`config.mk`:
```
export PLATFORM = sky130hd
export DESIGN_NAME = vga_scan_timing
export DESIGN_NICKNAME = d
export VERILOG_FILES = /design/src/rtl/vga_pkg.sv /design/src/rtl/mod_counter.sv /design/src/rtl/vga_scan_timing.sv
export SDC_FILE = /design/constraint.sdc
export NUM_CORES = 1
export LEC_CHECK = 0
export BUFFER_PORTS_ARGS = -buffer_cell sky130_fd_sc_hd__buf_2
export CAP_MARGIN = 20
export CELL_PAD_IN_SITES_DETAIL_PLACEMENT = 1
export CELL_PAD_IN_SITES_GLOBAL_PLACEMENT = 1
export CORE_MARGIN = 2
export CORE_UTILIZATION = 35
export DETAILED_ROUTE_END_ITERATION = 6
export PLACE_DENSITY_LB_ADDON = 0.1
export SETUP_SLACK_MARGIN = 0.5
export SLEW_MARGIN = 20
export SYNTH_ARGS = -nofsm -noshare
export SYNTH_HDL_FRONTEND = slang
export SYNTH_SLANG_ARGS = --single-unit
```
`constraint.sdc`:
```
create_clock -name clk -period 1.8 [get_ports clk]
set_clock_uncertainty 0.05 [all_clocks]
set_input_delay 0.18 -clock clk [delete_from_list [all_inputs] [get_ports clk]]
set_output_delay 0.18 -clock clk [all_outputs]
set_load 0.01 [all_outputs]
```
`src/rtl/vga_pkg.sv`:
```
// vga_pkg: default 640x480@60 timing constants and the eight {R,G,B} colours
package vga_pkg;
  localparam int H_VISIBLE_DEF = 640;
  localparam int H_FRONT_DEF = 16;
  localparam int H_SYNC_DEF = 96;
  localparam int H_BACK_DEF = 48;
  localparam int V_VISIBLE_DEF = 480;
  localparam int V_FRONT_DEF = 10;
  localparam int V_SYNC_DEF = 2;
  localparam int V_BACK_DEF = 33;
  localparam logic [2:0] BLACK = 3'b000;
  localparam logic [2:0] BLUE = 3'b001;
  localparam logic [2:0] GREEN = 3'b010;
  localparam logic [2:0] CYAN = 3'b011;
  localparam logic [2:0] RED = 3'b100;
  localparam logic [2:0] MAGENTA = 3'b101;
  localparam logic [2:0] YELLOW = 3'b110;
  localparam logic [2:0] WHITE = 3'b111;
endpackage

```
`src/rtl/mod_counter.sv`:
```
// mod_counter: modulo-N counter advancing on en; wrap pulses when en meets N-1
module mod_counter #(
  parameter int N = 800,
  parameter int W = 10
) (
  input  logic         clk,
  input  logic         rst,
  input  logic         en,
  output logic [W-1:0] count,
  output logic         wrap
);
  assign wrap = en && count == W'(N - 1);
  always_ff @(posedge clk)
    if (rst) count <= '0;
    else if (en) count <= wrap ? '0 : count + 1'b1;
endmodule

```
`src/rtl/vga_scan_timing.sv`:
```
// vga_scan_timing: VGA scan counters with registered, mutually aligned sync/colour/blank outputs
module vga_scan_timing
  import vga_pkg::*;
#(
  parameter int H_VISIBLE = H_VISIBLE_DEF,
  parameter int H_FRONT = H_FRONT_DEF,
  parameter int H_SYNC = H_SYNC_DEF,
  parameter int H_BACK = H_BACK_DEF,
  parameter int V_VISIBLE = V_VISIBLE_DEF,
  parameter int V_FRONT = V_FRONT_DEF,
  parameter int V_SYNC = V_SYNC_DEF,
  parameter int V_BACK = V_BACK_DEF
) (
  input  logic       clk,
  input  logic       rst,
  input  logic       pix_ce,
  output logic [9:0] x,
  output logic [9:0] y,
  input  logic [2:0] rgb_in,
  output logic [2:0] rgb,
  output logic       hsync,
  output logic       vsync,
  output logic       video_on,
  output logic       frame_end
);
  localparam int H_TOTAL = H_VISIBLE + H_FRONT + H_SYNC + H_BACK;
  localparam int V_TOTAL = V_VISIBLE + V_FRONT + V_SYNC + V_BACK;
  localparam logic [9:0] H_VIS = 10'(H_VISIBLE);
  localparam logic [9:0] V_VIS = 10'(V_VISIBLE);
  localparam logic [9:0] HS_LO = 10'(H_VISIBLE + H_FRONT);
  localparam logic [9:0] HS_HI = 10'(H_VISIBLE + H_FRONT + H_SYNC - 1);
  localparam logic [9:0] VS_LO = 10'(V_VISIBLE + V_FRONT);
  localparam logic [9:0] VS_HI = 10'(V_VISIBLE + V_FRONT + V_SYNC - 1);
  logic h_wrap, v_wrap_unused, vis;
  mod_counter #(.N(H_TOTAL), .W(10)) h_cnt (
    .clk(clk), .rst(rst), .en(pix_ce), .count(x), .wrap(h_wrap)
  );
  mod_counter #(.N(V_TOTAL), .W(10)) v_cnt (
    .clk(clk), .rst(rst), .en(h_wrap), .count(y), .wrap(v_wrap_unused)
  );
  assign vis = x < H_VIS && y < V_VIS;
  always_ff @(posedge clk)
    if (rst) begin
      rgb <= BLACK;
      hsync <= 1'b1;
      vsync <= 1'b1;
      video_on <= 1'b0;
      frame_end <= 1'b0;
    end else if (pix_ce) begin
      rgb <= vis ? rgb_in : BLACK;
      hsync <= !(x >= HS_LO && x <= HS_HI);
      vsync <= !(y >= VS_LO && y <= VS_HI);
      video_on <= vis;
      frame_end <= x == '0 && y == V_VIS;
    end
endmodule

```
# == Word-level counts from Yosys, hierarchy flattened ==
# Cells that the tools add are included.
# word_totals
reg_bits,27
latchBits,0
ram_bits,0
romBits,0
inputBits,6
out_inout_bits,27
wordCells,30
n_memories,0
# classes
add_sub_neg,2
n_mul,0
div_mod_pow,0
order_cmp,6
eq_ne,3
shift,0
mux,3
n_bitwise,0
n_reduce_logical,9
# ops
cell,n
$add A10 B1 Y10 const B,2
$eq A10 B10 Y1 const B,2
$mux W10,2
$eq A10 B9 Y1 const B,1
$ge A10 B10 Y1 const B,1
$ge A10 B9 Y1 const B,1
$le A10 B10 Y1 const B,1
$le A10 B9 Y1 const B,1
$logic_not A10 Y1,1
$lt A10 B10 Y1 const B,1
$lt A10 B9 Y1 const B,1
$logic_and A1 B1 Y1,6
$mux W3,1
$logic_not A1 Y1,2

# == Logic depth before layout (Yosys ltp) ==
# depth
depth_word,4
mapped_depth,7
ltp_nobuf,6

# == Cells and area by module ==
# From an unflattened synthesis, not the netlist that was laid out.
# hier_totals
cells_unflattened,150
hier_area_um2,1363.8
# modules_own_cells
mod,instances,cells_per_inst,area_per_inst_um2,seq_area_each_um2
mod_counter (h_cnt),1,56,506.7,200.2
mod_counter (v_cnt),1,56,503.0,200.2
vga_scan_timing,1,38,354.1,140.1

# == Worst setup path after synthesis ==
# No wires, ideal clock.
# synth_timing
kind,reg-to-reg
startpoint,reg h_cnt.count[1]
endpoint,reg v_cnt.count[6]
arrival_ns,1.665
t_required_ns,1.682
path_slack_ns,0.017
stages_incl_launch_ff,7
n_path_buf,1
path_cell_list,dfxtp_1 > ha_1 > and4_1 > buf_6 > nand4_4 > or4b_4 > a21oi_2
# synth_via
elab_chain_cells,4
# synth_rtl
element,line,rtl
start: declaration,mod_counter.sv:9,"output logic [W-1:0] count,"
start signal: assignment,mod_counter.sv:15,else if (en) count <= wrap ? '0 : count + 1'b1;
$eq A10 B10 Y1 (*),mod_counter.sv:12,assign wrap = en && count == W'(N - 1);
$logic_and A1 B1 Y1 (*),mod_counter.sv:12,
$logic_and A1 B1 Y1,mod_counter.sv:12,
$mux W10,mod_counter.sv:15,
end signal: assignment,mod_counter.sv:15,
end: declaration,mod_counter.sv:9,
# Mark *: on every way between the ends. The rest lies on a longest branch, timed or not.
# A chain may end at the register's enable or synchronous reset.

# == Worst setup path in the final report ==
# layout_timing
startpoint,reg h_cnt.count[0]
endpoint,reg v_cnt.count[6]
# Same word-level chain as after synthesis.

==> flow_metrics.py <==
metrics = {
    "worst_setup_path": {
        "reg2reg_to": "v_cnt.count[6]",
        "setup.worst_path.end_class": "flip-flop",
        "critical_path_class": "reg -> reg",
        "reg2regPathDepth": 5,
        "crit_fanout": 4,
        "regToRegStartpoint": "h_cnt.count[0]",
        "cp_data_required_time_ns": 1.97,
        "max_stage_delay_ns": 0.50,
        "crit_path_top_delay_cell": "or4b_4",
        "startpoint_type": "flip-flop",
        "critical_path.cell_chain": "ha_4 -> and4_4 -> nand4_4 -> or4b_4 -> a21oi_2",
        "rrSetupSlack_ns": 0.20,
        "arrival_ns": 1.77,
    },
    "yosys": {
        "synthesis.nets": 160,
        "synth-adder-area-share_pct": 3.75,
        "synthMuxAreaShare_pct": 0.749,
        "syn_area_sq_um": 1340,
        "synth_top_family_by_area": "simple AND/OR/NAND/NOR gates",
        "postSynth.asyncResetShare_pct": 0,
        "synth_compound_area_share_pct": 11.0,
        "yosysUniqueCellTypes": 42,
        "synth-seq-area-share_pct": 40.4,
        "synth_cells": 150,
        "yosysWarnings": 0,
        "synth_edf_count": 0,
        "synth_ff_type": "dfxtp_1",
        "synth_xor_area_share_pct": 7.87,
        "synthSimpleGateAreaFrac_pct": 30.8,
        "avgSynthCellArea_sq_um": 8.91,
        "yosys_register_bits": 27,
    },
    "run_status": {
        "status": "complete, no violations",
    },
    "floorplanning": {
        "start_util_pct": 36.5,
        "ioPinCount": 33,
        "die_area_sq_um": 4330,
        "die_height_um": 65.8,
        "coreArea_sq_um": 3660,
        "rows": 22,
        "die_x_um": 65.8,
    },
    "hold_path": {
        "hp-class": "in -> reg",
        "holdPathStages": 3,
        "min-delay-start": "rgb_in[1]",
        "holdPathEnd": "rgb[1]",
    },
    "cts": {
        "cts_buffers": 3,
        "clkSinkCount": 27,
        "cts_root_buffer": "clkbuf_8",
        "cts_hold_buf": 0,
        "htree_levels": 1,
        "clk_pin_slew_ns": 0.10,
        "cts_buffer_depth": 2,
        "clock_latency_ns": 0.28,
        "cts_tree": "built",
    },
    "cells_and_area": {
        "antenna_cells": 0,
        "drive_gt1_share_pct": 50.7,
        "layout_commonest_cell": "buf_2",
        "final_cell_mix": "32 x buf_2, 23 x buf_4, 16 x dfxtp_1, 13 x nor2_1",
        "multi_input_area_sq_um": 877,
        "fin_nets": 216,
        "area_growth_syn_to_layout_pct": 47.5,
        "nFillCells": 439,
        "seq_area_sq_um": 564,
    },
    "sta": {
        "slew_viol_final": 0,
        "worst_slew_margin_rel_pct": 67.8,
        "max_freq_mhz": 625,
        "tns_ns": 0,
        "layout_min_cycle_time_ns": 1.60,
        "fin_crit_sh_pct": 88.9,
        "worst_slack_ns": 0.200,
        "rsz0062_at_grt": "true",
        "worst_pin_slew_ns": 0.482,
        "setup_viol": 0,
        "hold_viol": 0,
    },
    "power": {
        "vdd_drop_max_uv": 409,
        "p_leak_nw": 0.815,
        "power_density_nw_per_um2": 525,
    },
    "detailed_routing": {
        "via_per_inst": 5.32,
        "drt_pass1_iterations": 4,
        "drc_errors": 0,
        "detail-route-antenna-nets": 0,
        "wl_um": 4210,
        "vias": 1347,
        "wl_per_cell_um": 16.6,
        "drtIter0Drc": 69,
    },
    "global_route": {
        "grt_overflow": 0,
        "grt_first_pass_wirelength_um": 6420,
        "grt_max_degree": 22,
        "antenna_found_initial": 0,
        "track_usage_pct": 19.4,
        "first_global_vias": 1324,
    },
    "placement": {
        "port-buffer-count": 32,
        "place_hpwl_um": 2800,
        "gp_congestion": 0.760,
        "preCtsSetupSlack_ns": 0.0447,
    },
    "run": {
        "cap_violations": 0,
    },
}
## worst max-delay path by stage
stage,from,slack [ns],cells after the start,to
floorplan,h_cnt.count[5],0.14,5,v_cnt.count[6]
finish,h_cnt.count[0],0.20,5,v_cnt.count[6]
global route,h_cnt.count[0],0.18,5,v_cnt.count[6]
detailed placement,h_cnt.count[0],0.04,6,v_cnt.count[1]
CTS,h_cnt.count[0],0.21,5,v_cnt.count[6]
global placement,h_cnt.count[0],0.09,6,v_cnt.count[1]
## per-stage QoR
stage / utilization [%] / area, sq um / hold WS [ns] / instances / power [W]
CTS: 50.1 / 1830 / 0.0748 / 245 / 0.00105
finish: 53.8 / 1970 / 0.0835 / 253 / 0.00104
global route: 53.8 / 1970 / 0.0768 / 253 / 0.00109
floorplan: - / 1420 / 0.274 / 150 / 0.000662
global placement: 45.6 / 1670 / 0.364 / 233 / 0.000686
detailed placement: 45.6 / 1670 / 0.378 / 233 / 0.000688
## worst max-delay path: cells and delay by family, from the launching register on
family / cells / cell delay, ns
simple gates: 3 / 0.86
flops: 1 / 0.37
fa+ha+maj: 1 / 0.13
compound gates: 1 / 0.13
## power by group
group | leakage (nW) | switching, W | internal [W]
Sequential | 0.225 | 0.00000574 | 0.000601
Combinational | 0.567 | 0.0000409 | 0.0000291
Clock | 0.0228 | 0.000199 | 0.000159
## registers in the layout (all words and copies together) (netlist names)
signal       flops
h_cnt.count     10
hsync            1
rgb              3
video_on         1
frame_end        1
vsync            1
v_cnt.count     10
## logic make-up after synthesis
family	after synthesis
flip-flops	27
buffers and inverters	16
XOR/XNOR	12
adder cells (fa/ha/maj)	4
AND/OR/NAND/NOR	67
AO/OA/AOI/OAI	23
multiplexers	1
## synthesized netlist by cell type, drive strengths merged, types with 4 or more instances
cell type	number	share of area, %
xnor2	4	2.6
ha	4	3.7
nand2	7	2.0
and3	4	2.1
nand4	8	4.9
nor2	13	3.7
o21ai	4	1.5
buf	4	2.0
dfxtp	27	40
nor3	9	3.4
inv	7	2.0
nand3	9	3.4
clkbuf	5	1.5
xor2	8	5.2
a21oi	9	3.7
## layer usage
layer  vias up  part of all wire [%]  GRT usage, %
met5         -                     0             0
met4         0                  0.88          4.95
met3         5                   2.8          3.58
met2        20                    54          35.5
met1       670                    42          23.0
li1        652                     -             -
## cell type report
type	instances	area share (%)
inverter	7	1.33
tap	48	3.05
clock buffer	4	2.29
sequential	27	28.6
timing repair buffer	60	20.2
multi-input combinational	107	44.5
## what timing repair did
item	in CTS	in global routing
setup buffers	8	8
gates resized for setup	14	19
setup endpoints to repair	24	25
pin swaps	12	9
cloned	0	0
(Power assumes the default switching activity.)
